File: config.mk
export PLATFORM = sky130hd
export DESIGN_NAME = seq_sub_36b
export DESIGN_NICKNAME = d
export VERILOG_FILES = /design/src/rtl/seq_sub_36b.sv
export SDC_FILE = /design/constraint.sdc
export NUM_CORES = 1
export LEC_CHECK = 0
export ABC_AREA = 1
export CORE_ASPECT_RATIO = 1.75
export CORE_MARGIN = 5
export CORE_UTILIZATION = 25
export CTS_BUF_LIST = sky130_fd_sc_hd__clkbuf_8 sky130_fd_sc_hd__clkbuf_16
export DETAILED_ROUTE_END_ITERATION = 7
export GPL_ROUTABILITY_DRIVEN = 0
export PLACE_DENSITY = 0.5
export REMOVE_ABC_BUFFERS = 1
export SLEW_MARGIN = 30
export SYNTH_ARGS = -nofsm -noshare
export SYNTH_HDL_FRONTEND = slang
export SYNTH_SLANG_ARGS = --single-unit
File: constraint.sdc
create_clock -name clk -period 3.4 [get_ports clk]
set_input_delay 0.68 -clock clk [delete_from_list [all_inputs] [get_ports clk]]
set_output_delay 0.68 -clock clk [all_outputs]
set_load 0.1 [all_outputs]
File: src/rtl/seq_sub_36b.sv
// Serial 36-bit subtractor: computes A - B - Bin one 4-bit slice per clock,
// LSB slice first, with a one-cycle done pulse when D/Bout/V update.
module seq_sub_36b (
    input  logic        clk,
    input  logic        rst,
    input  logic        start,
    input  logic [35:0] A,
    input  logic [35:0] B,
    input  logic        Bin,
    output logic [35:0] D,
    output logic        Bout,
    output logic        V,
    output logic        busy,
    output logic        done
);

    typedef enum logic [1:0] {
        S_IDLE,
        S_RUN,
        S_DONE
    } state_t;

    state_t      state;
    state_t      state_nxt;
    logic [3:0]  cnt;
    logic        carry;
    logic [35:0] a_sh;
    logic [35:0] b_sh;
    logic        a_msb;
    logic        b_msb;
    logic [31:0] res;
    logic [4:0]  slice_sum;
    logic [35:0] res_nxt;
    logic        accept;

    assign accept    = start && (state != S_RUN);
    assign slice_sum = {1'b0, a_sh[3:0]} + {1'b0, ~b_sh[3:0]} + {4'b0, carry};
    // Operands shift right each slice; result bits enter from the top so the
    // ninth slice completes the word without any variable indexing.
    assign res_nxt   = {slice_sum[3:0], res};

    always_ff @(posedge clk) begin
        if (rst) begin
            state <= S_IDLE;
        end else begin
            state <= state_nxt;
        end
    end

    always_comb begin
        state_nxt = state;
        busy      = 1'b0;
        done      = 1'b0;
        case (state)
            S_IDLE: begin
                if (start) state_nxt = S_RUN;
            end
            S_RUN: begin
                busy = 1'b1;
                if (cnt == 4'd8) state_nxt = S_DONE;
            end
            S_DONE: begin
                done      = 1'b1;
                state_nxt = start ? S_RUN : S_IDLE;
            end
            default: state_nxt = S_IDLE;
        endcase
    end

    always_ff @(posedge clk) begin
        if (rst) begin
            cnt   <= '0;
            carry <= 1'b0;
            a_sh  <= '0;
            b_sh  <= '0;
            a_msb <= 1'b0;
            b_msb <= 1'b0;
            res   <= '0;
            D     <= '0;
            Bout  <= 1'b0;
            V     <= 1'b0;
        end else if (accept) begin
            cnt   <= '0;
            carry <= ~Bin;
            a_sh  <= A;
            b_sh  <= B;
            a_msb <= A[35];
            b_msb <= B[35];
            res   <= '0;
        end else if (state == S_RUN) begin
            cnt   <= cnt + 4'd1;
            carry <= slice_sum[4];
            a_sh  <= a_sh >> 4;
            b_sh  <= b_sh >> 4;
            res   <= res_nxt[35:4];
            if (cnt == 4'd8) begin
                D    <= res_nxt;
                Bout <= ~slice_sum[4];
                V    <= (a_msb != b_msb) && (res_nxt[35] != a_msb);
            end
        end
    end

endmodule

### Word-level counts from Yosys, hierarchy flattened

Index checks and enable logic that the tools add are counted.

| operators by class | value |
|---|---|
| reductions and logical operators | 7 |
| add/subtract/negate cells | 3 |
| equality and inequality tests | 8 |
| bitwise logic cells | 4 |
| muxes and demuxes | 12 |

Operators by type and width:

| cell | number |
|---|---|
| 36-bit 2-to-1 mux | 4 |
| 2-bit one-hot mux with 3 select lines | 1 |
| 4-bit by 4-bit adder with 5-bit output | 1 |
| 5-bit by 1-bit adder with 5-bit output | 1 |
| 1-bit 2-to-1 mux | 5 |
| 4-bit by 1-bit adder with 4-bit output, second input constant | 1 |
| 4-bit equality test, second input constant | 1 |
| 2-bit 2-to-1 mux | 2 |
| 2-bit by 1-bit inequality test with 1-bit output, second input constant | 2 |
| 4-bit inverter | 1 |
| 1-bit inverter | 3 |
| 3-bit AND reduction | 1 |
| 2-bit by 1-bit equality test with 1-bit output, second input constant | 1 |
| 2-bit equality test, second input constant | 1 |
| 1-bit logical AND | 2 |
| 2-bit logical NOT | 1 |
| 1-bit inequality test | 2 |
| 2-bit inequality test, second input constant | 1 |
| 2-bit AND reduction | 1 |
| 2-bit nonzero test | 1 |
| 2-bit OR reduction | 1 |

| storage, ports and cells | value |
|---|---|
| bits in registers | 151 |
| word-level logic and storage cells | 45 |
| output and inout bits | 40 |

### Depth between registers and ports, before layout

Gate-level depths: netlist of the first run.

| logic depth | value |
|---|---|
| depth after elaboration | 5 |
| gate-level depth with buffers | 9 |
| depth with buffers taken out | 9 |

### Worst setup path after synthesis of the first run

No wires, ideal clock.

| timing | value |
|---|---|
| path kind | flip-flop to output port |
| from | register state[1] |
| to | output port done |
| slack | 1112 ps |
| data arrival time | 1608 ps |
| path buffers | 0 |
| stages on the path, launching flop included | 3 |
| data required time | 2720 ps |
| cells stage by stage | dfxtp_1 inv_2 nor2_1 |

| on the way | value |
|---|---|
| cells in the longest elaborated chain, start to end | 2 |

Ends and longest elaborated chain:

| what | RTL line | source |
|---|---|---|
| start, declared | 23 | `state_t state;` |
| start signal, assigned | 46 | `state <= state_nxt;` |
| 2-bit equality test | 54 | `case (state)` |
| 1-bit 2-to-1 mux | 54 |  |
| end, declared | 14 | `output logic done` |

Every way passes these cells.

### Final worst setup path of the first run

| timing | value |
|---|---|
| from | register D[29] |
| to | output port D[29] |

RTL lines:

| what | RTL line | source |
|---|---|---|
| start, declared | 10 | `output logic [35:0] D,` |
| start signal, assigned | 97 | `D <= res_nxt;` |

No word-level cell between the ends.

==> metrics.cfg, run 1 <==
[run_status]
outcome=finished clean

[worst_setup_path]
r2r_start=state[1]$_SDFFE_PP0P_
r2r_slack_ps=1490
required_ps=2720
critPathCaptureType=output port
critical_path_arrival_ps=1910
critPathLaunch=D[29]$_SDFFE_PP0P_
critical_path_buf_inv_count=1
critPathTopFamily=buffers and inverters
reg2reg_to=b_sh[31]$_SDFFE_PP0P_
worstSetupPathDepth=1
rr_worst_depth=8
start_kind=register
critPathMaxFanout=2
crit_chain=clkdlybuf4s50_1
critical_path_class=reg2out
cp_slowest_cell=clkdlybuf4s50_1
cp-endpoint=D[29]
max_stage_delay_ps=1140

[synthesis]
yosys.cell_count.top_type=nand2_1
avgSynthCellArea_um2=7.57
ys_seq_area_share_pct=47.9
synth_edf_count=0
synth_cells=834
synthTopCellsByCount=286 x nand2_1, 151 x dfxtp_1, 141 x inv_1, 53 x o221ai_1, 45 x a21oi_1
syn_area_um2=6320
synth_flop_cell=dfxtp_1
yosysUniqueCellTypes=31
synth_top_area_cell=dfxtp_1
yosysWarnings=0
synthTopCellsByArea=dfxtp_1 48%, nand2_1 17%, inv_1 8.4%
async_flop_share_pct=0
synth_top_area_share_pct=47.9
synth-seq-cells=151

[power]
p_leak_nw=3.63
p_seq_share_pct=45.1
power.share.clock_pct=43.9
p_switching_w=0.00112
switching_share_pct=27.4
internal_power_w=0.00299
vdd_ir_drop_max_v=0.000309
powerDensity_nw_per_um2=504
combPwrFrac_pct=11.0

[placed_design]
dp_cells=1222
place_area_um2=7590
numPortBuffers=115
dp_hpwl_um=11100

[clock_tree]
cts_made_buffers=17
cts_setup_buffers=0
clockBufferDepth=2
cts_tree=done
ctsResizeCount=0
clk_latency_ps=420
cts_sinks=151
htreeDepth=4
clkSlewWorstSetupHoldPaths_ps=70
clock-root-buffer=clkbuf_16
ctsHoldBuffers=0

[sta]
hold_viol_final=0
rsz0062_at_grt=false
period_needed_ps=2590
fmax_ghz=0.386
max-slew-margin-rel_pct=34.7
finalSetupTns_ps=0
period_share_pct=76.2
tightest_slew_ps=976
worst_clock_skew_ps=11.2
setup_viol=0
drv_slew=0

[drt]
drt_iter0_drc=246
wirelength_um=16500
drt_first_pass_iters=4
ant_nets=0
via_count=5356
vias_per_cell=4.27
drc_errors=0
post_drt_wl_per_cell_um=13.1

[floorplanning]
die_w_um=130
boundaryPins=116
core_area_um2=25100
rows=77
die_area_um2=28700
start_util_pct=25.1
die_y_um=220

[finish]
seq_area_um2=3020
instances_no_fill=1254
drive_gt1_share_pct=8.42
synthToLayoutAreaGrowth_pct=29.0
diodes=0
nets=1008
fillers=2710
fin_area_um2=8150
multiInputGateArea_um2=2420

[run]
drv_cap=0

[hold_path]
hp-class=reg2reg

[global_route]
antenna_found_initial=0
grt_max_degree=91
grt_usage_pct=12.0
gr-total-overflow=0
grt_pass1_vias=5264
grt_pass1_wl_um=26800

[routing by layer]
| metal | GRT usage (%) | vias up | share of wire (%) |
|---|---|---|---|
| li1 | - | 2820 | - |
| met1 | 13.3 | 2431 | 41 |
| met3 | 2.80 | 17 | 3.7 |
| met5 | 0 | - | 0 |
| met4 | 4.40 | 0 | 2.0 |
| met2 | 21.9 | 88 | 53 |
[worst min-delay path by stage]
| stage | startpoint | to | slack, ps | cells past startpoint |
|---|---|---|---|---|
| after CTS | b_sh[34]$_SDFFE_PP0P_ | b_sh[34]$_SDFFE_PP0P_ | 460 | 2 |
| after global placement | b_sh[32]$_SDFFE_PP0P_ | b_sh[32]$_SDFFE_PP0P_ | 450 | 2 |
| after global routing | res[31]$_SDFFE_PP0P_ | res[27]$_SDFFE_PP0P_ | 480 | 2 |
| after floorplan | a_sh[32]$_SDFFE_PP0P_ | a_sh[32]$_SDFFE_PP0P_ | 430 | 2 |
| final | b_sh[34]$_SDFFE_PP0P_ | b_sh[34]$_SDFFE_PP0P_ | 460 | 2 |
| after detailed placement | res[0]$_SDFFE_PP0P_ | res[0]$_SDFFE_PP0P_ | 460 | 2 |
[per-stage QoR]
| step | hold WS, ps | power (W) | worst slack (ps) | utilization, % |
|---|---|---|---|---|
| after CTS | 465 | 0.00420 | 770 | 32.4 |
| after global routing | 481 | 0.00434 | 732 | 32.4 |
| after floorplan | 435 | 0.00215 | -151 | - |
| final | 461 | 0.00411 | 810 | 32.4 |
| after global placement | 449 | 0.00236 | 801 | 30.2 |
| after detailed placement | 455 | 0.00236 | 753 | 30.2 |
[logic make-up after synthesis]
family	Yosys count	synth area share, %
adder cells (fa/ha/maj)	7	1.62
buffers and inverters	198	13.8
flip-flops	151	47.9
XOR/XNOR	1	0.139
AND/OR/NAND/NOR	351	22.4
AO/OA/AOI/OAI	126	14.1
[state kept, by name (all words and copies together) (netlist names)]
name and flops:
Bout 1, D 36, V 1, a_msb 1, a_sh 36, b_msb 1
b_sh 36, carry 1, cnt 4, res 32, state 2
[cells in the final DEF, fill, tap and decap left out, drive strengths merged]
cell           synthesis  final
nand2                290    290
or2                    2      2
o211ai                10     10
o31ai                  2      2
xor2                   1      1
nor4                   1      1
a21oi                 45     45
nand3                 41     41
ha                     5      5
clkdlybuf4s50          0     95
clkinv                 1      3
nor2                  17     17
clkbuf                 7     17
o21ai                 13     13
clkinvlp               0      3
o221ai                54     54
dfxtp                151    151
fa                     2      2
buf                   43     27
a31oi                  1      1
inv                  147    157
o21bai                 1      1
[area by class of cell]
| class | instances | area share, % |
|---|---|---|
| clock buffers | 17 | 5.22 |
| clock inverters | 15 | 1.64 |
| inverters | 148 | 6.86 |
| multi-input cells | 485 | 29.7 |
| flip-flops and latches | 151 | 37.1 |
| well taps | 316 | 4.85 |
| repair buffers | 122 | 14.6 |
[power by group through the flow]
stage	clock (W)	combinational (W)	sequential, W
2_1_floorplan	0	0.000265	0.00189
6_report	0.00180	0.000454	0.00185
5_1_grt	0.00196	0.000520	0.00186
4_1_cts	0.00188	0.000469	0.00185
3_5_place_dp	0	0.000468	0.00189
3_3_place_gp	0	0.000464	0.00189
Power figures use the tool's default switching activity.
==> run 2, diff against run 1 <==
==> constraint.sdc (replaced) <==
create_clock -name clk -period 2.7 [get_ports clk]
set_input_delay 0.54 -clock clk [delete_from_list [all_inputs] [get_ports clk]]
set_output_delay 0.54 -clock clk [all_outputs]
set_load 0.1 [all_outputs]
==> metrics.cfg, run 2 (same netlist as run 1, synthesis figures left out) <==
[run_status]
outcome=finished clean

[clock_tree]
clockBufferDepth=2  ; unchanged
ctsHoldBuffers=0  ; unchanged
cts_made_buffers=17  ; unchanged
cts_tree=done
cts_setup_buffers=0  ; unchanged
cts_sinks=151  ; unchanged
clk_latency_ps=420  ; about the same
ctsResizeCount=0  ; unchanged
clkSlewWorstSetupHoldPaths_ps=60  ; about the same
htreeDepth=4  ; unchanged
clock-root-buffer=clkbuf_16

[placed_design]
dp_hpwl_um=11500  ; +3.9%
numPortBuffers=115  ; unchanged

[sta]
period_needed_ps=2050
max-slew-margin-rel_pct=58.9  ; +24 points
fmax_ghz=0.488
hold_viol_final=0  ; unchanged
setup_viol=0  ; unchanged
rsz0062_at_grt=false
holdWs_ps=460  ; -1.29 ps
worst_clock_skew_ps=8.67  ; -2.56 ps
drv_slew=0  ; unchanged
tightest_slew_ps=615  ; -361 ps
period_share_pct=75.8
finalSetupTns_ps=0  ; unchanged

[finish]
diodes=0  ; unchanged
layout_common_cells=286 x nand2_1, 151 x dfxtp_1, 141 x inv_1
synthToLayoutAreaGrowth_pct=29.6
reg_top3=D x36, a_sh x36, b_sh x36
mostFrequentLayoutCell=nand2_1
fillers=2752  ; +1.5%
drive_gt1_share_pct=10.8  ; +2.4 points
post-route-util_pct=32.6  ; +0.17 points
nets=1011  ; +0.30%

[run]
drv_cap=0  ; unchanged

[drt]
ant_nets=0  ; unchanged
via_count=5359  ; +0.056%
wirelength_um=16700  ; +1.4%
drt_first_pass_iters=4  ; unchanged
post_drt_wl_per_cell_um=13.3  ; +1.1%
vias_per_cell=4.26  ; -0.18%
drc_errors=0  ; unchanged
drt_iter0_drc=247  ; +0.41%

[floorplanning]
boundaryPins=116  ; unchanged
start_util_pct=25.1  ; unchanged
die_y_um=220  ; unchanged
core_area_um2=25100  ; unchanged
die_area_um2=28700  ; unchanged
rows=77  ; unchanged
die_w_um=130  ; unchanged

[worst_setup_path]
critical_path_class=reg2out
critPathMaxFanout=21  ; +19
critPathCaptureType=output port
critical_path_arrival_ps=1510  ; -400 ps
required_ps=2160  ; -560 ps
start_kind=register

[global_route]
grt_max_degree=93  ; +2.2%
antenna_found_initial=0  ; unchanged
grt_pass1_vias=5222  ; -0.80%
grt_pass1_wl_um=26900  ; +0.56%
grt_usage_pct=12.1  ; +0.089 points
gr-total-overflow=0  ; unchanged

[power]
vdd_ir_drop_max_v=0.000414  ; +34%
p_leak_nw=3.71  ; +2.2%
total_power_w=0.00535  ; +30%
powerDensity_nw_per_um2=654  ; +30%

[hold_path]
hp-class=reg2reg

[run 2: path summary, 6_finish.rpt]
check	start	to	slack [ps]	cells past startpoint
worst max-delay path	state[0]$_SDFFE_PP0P_	busy	650	3
worst min-delay path	b_sh[33]$_SDFFE_PP0P_	b_sh[33]$_SDFFE_PP0P_	460	2
worst max register to register	cnt[0]$_SDFFE_PP0P_	D[8]$_SDFFE_PP0P_	860	8
worst min register to register	b_sh[33]$_SDFFE_PP0P_	b_sh[33]$_SDFFE_PP0P_	460	2
[run 2: final cells by class]
cell class	count	area (um^2)	area share, %
clock inverter	14	165	2.02
timing repair buffer	125	1190	14.5
sequential	151	3020	36.9
inverter	148	559	6.83
clock buffer	18	439	5.36
tap	316	395	4.83
multi-input combinational	485	2420	29.5
[run 2: routing by layer]
metal	global-route usage [%]	vias to the layer above	routed length [um]	part of all wire [%]
met5	0	-	0	0
met1	13.6	2435	6710	40
met4	4.58	0	350	2.1
met3	2.58	17	703	4.2
li1	-	2807	-	-
met2	21.9	100	8920	53
[run 2: power breakdown]
| group | leakage, nW | switching (W) | total, W | internal [W] |
|---|---|---|---|---|
| registers | 1.23 | 0.0000264 | 0.00233 | 0.00231 |
| clock network | 0.284 | 0.00102 | 0.00243 | 0.00141 |
| logic | 2.20 | 0.000344 | 0.000590 | 0.000247 |
[run 2: through the flow]
step / std cells / instance area (um^2) / setup slack [ps]
after floorplan: 784 / 6000 / -711
after global routing: 1257 / 8190 / 567
final: 1257 / 8190 / 652
after detailed placement: 1225 / 7590 / 511
after global placement: 1225 / 7590 / 500
after CTS: 1257 / 8190 / 607
[run 2: critical path: stages (launching register included)]
cell and delay (ps):
dfxtp_1 380, nand2_4 210, inv_2 260, buf_12 210
==> run 3, diff against run 2 <==
==> constraint.sdc (replaced) <==
create_clock -name clk -period 2.1 [get_ports clk]
set_input_delay 0.42 -clock clk [delete_from_list [all_inputs] [get_ports clk]]
set_output_delay 0.42 -clock clk [all_outputs]
set_load 0.1 [all_outputs]
==> metrics.cfg, run 3 (same netlist as run 1, synthesis figures left out) <==
[run_status]
outcome=finished clean

[drt]
met3WireLength_um=681  ; -3.1%
via_count=5425  ; +1.2%
drt_iter0_drc=242  ; -2.0%
wirelength_um=16900  ; +1.6%
drt_first_pass_iters=6  ; +2
ant_nets=0  ; unchanged
drc_errors=0  ; unchanged
post_drt_wl_per_cell_um=13.4  ; +1.1%
vias_per_cell=4.30  ; +0.75%
top_layer=met4
wl_met2_um=8980  ; +0.71%
wirelength_met1_um=7060  ; +5.1%

[finish]
fillers=2634  ; -4.3%
reg_top3=D x36, a_sh x36, b_sh x36
post-route-util_pct=33.1  ; +0.55 points
layout_common_cells=286 x nand2_1, 151 x dfxtp_1, 142 x inv_1
nets=1018  ; +0.69%
drive_gt1_share_pct=11.3  ; +0.46 points
instances_no_fill=1263  ; +0.48%
mostFrequentLayoutCell=nand2_1
synthToLayoutAreaGrowth_pct=31.8
diodes=0  ; unchanged

[worst_setup_path]
start_kind=register
r2r_start=cnt[0]$_SDFFE_PP0P_
rr_worst_depth=8  ; unchanged
critical_path_arrival_ps=1420  ; -90 ps
reg2reg_to=D[27]$_SDFFE_PP0P_
r2r_slack_ps=270  ; -590 ps
critical_path_class=reg2out
critPathCaptureType=output port
critPathMaxFanout=13  ; -38%
required_ps=1680  ; -480 ps

[floorplanning]
rows=77  ; unchanged
core_area_um2=25100  ; unchanged
die_y_um=220  ; unchanged
boundaryPins=116  ; unchanged
die_w_um=130  ; unchanged
start_util_pct=25.1  ; unchanged
die_area_um2=28700  ; unchanged

[power]
powerDensity_nw_per_um2=871  ; +33%
vdd_ir_drop_max_v=0.000506  ; +22%
p_leak_nw=3.79  ; +2.1%

[placed_design]
numPortBuffers=115  ; unchanged
dp_cells=1232  ; +0.57%
dp_hpwl_um=11900  ; +3.4%

[sta]
holdWs_ps=461  ; +1.05 ps
fmax_ghz=0.543
drv_slew=0  ; unchanged
period_share_pct=87.6
hold_viol_final=0  ; unchanged
finalSetupTns_ps=0  ; unchanged
setup_viol=0  ; unchanged
max-slew-margin-rel_pct=59.1  ; +0.15 points
tightest_slew_ps=613  ; -2.32 ps
worst_clock_skew_ps=8.85  ; +0.183 ps
rsz0062_at_grt=false
period_needed_ps=1840

[clock_tree]
cts_made_buffers=17  ; unchanged
ctsResizeCount=0  ; unchanged
clkSlewWorstSetupHoldPaths_ps=60  ; about the same
cts_tree=done
htreeDepth=4  ; unchanged
cts_setup_buffers=0  ; unchanged
clockBufferDepth=2  ; unchanged
ctsHoldBuffers=0  ; unchanged
clk_latency_ps=420  ; about the same
cts_sinks=151  ; unchanged
clock-root-buffer=clkbuf_16

[hold_path]
hold_end=D[6]$_SDFFE_PP0P_
hold_path_depth=2  ; unchanged
hp-class=reg2reg
min_from=res[6]$_SDFFE_PP0P_

[global_route]
antenna_found_initial=0  ; unchanged
gr-total-overflow=0  ; unchanged
grt_usage_pct=12.1  ; +0.048 points
grt_max_degree=89  ; -4.3%
grt_pass1_wl_um=27000  ; +0.18%
grt_pass1_vias=5361  ; +2.7%

[run]
drv_cap=0  ; unchanged

==> run 3: cell types whose count changed in the layout (fill, tap and decap cells not counted), sizes merged <==
cell | before | now
buf | 50 | 57
clkinv | 3 | 4
inv | 153 | 149
bufinv | 2 | 6
clkinvlp | 4 | 2
==> run 3: per-layer routing <==
layer,GRT usage (%),vias to the layer above
met5,0,-
met4,4.33,0
met3,2.66,13
met2,21.9,104
met1,13.9,2482
li1,-,2826
==> run 3: report_power, final <==
group | leakage, nW | total, W | internal (W) | switching, W
Clock | 0.324 | 0.00347 | 0.00225 | 0.00122
Sequential | 1.23 | 0.00300 | 0.00297 | 0.0000352
Combinational | 2.24 | 0.000778 | 0.000335 | 0.000443
Total | 3.79 | 0.00725 | 0.00555 | 0.00170
==> run 3: area by class of cell <==
type | count | area [um^2] | area share, %
sequential | 151 | 3020 | 36.3
multi-input combinational | 485 | 2420 | 29.1
timing repair buffer | 132 | 1270 | 15.2
inverter | 148 | 559 | 6.71
clock buffer | 18 | 439 | 5.27
tap | 316 | 395 | 4.75
clock inverter | 13 | 226 | 2.72
==> run 3: worst max-delay path: stages (launching register included) <==
cell and delay (ps):
dfxtp_1 380, nand2_4 100, inv_2 280, buf_12 220
==> run 3: how the worst max path moves through the flow <==
stage | startpoint | endpoint | slack [ps] | cells past startpoint
2_1_floorplan | rst | res[30]$_SDFFE_PP0P_ | -1190 | 5
3_3_place_gp | rst | D[26]$_SDFFE_PP0P_ | 210 | 6
3_5_place_dp | rst | D[25]$_SDFFE_PP0P_ | 230 | 6
4_1_cts | state[0]$_SDFFE_PP0P_ | busy | 200 | 3
5_1_grt | cnt[0]$_SDFFE_PP0P_ | D[7]$_SDFFE_PP0P_ | 50 | 8
6_report | state[0]$_SDFFE_PP0P_ | busy | 260 | 3
==> run 3: per-stage QoR <==
stage               setup WS [ps]  power (W)  instance area [um^2]
finish                        260    0.00725                  8330
global route                 49.4    0.00759                  8330
CTS                           202    0.00740                  8330
detailed placement            226    0.00386                  7660
global placement              209    0.00385                  7660
floorplan                   -1190    0.00348                  6000
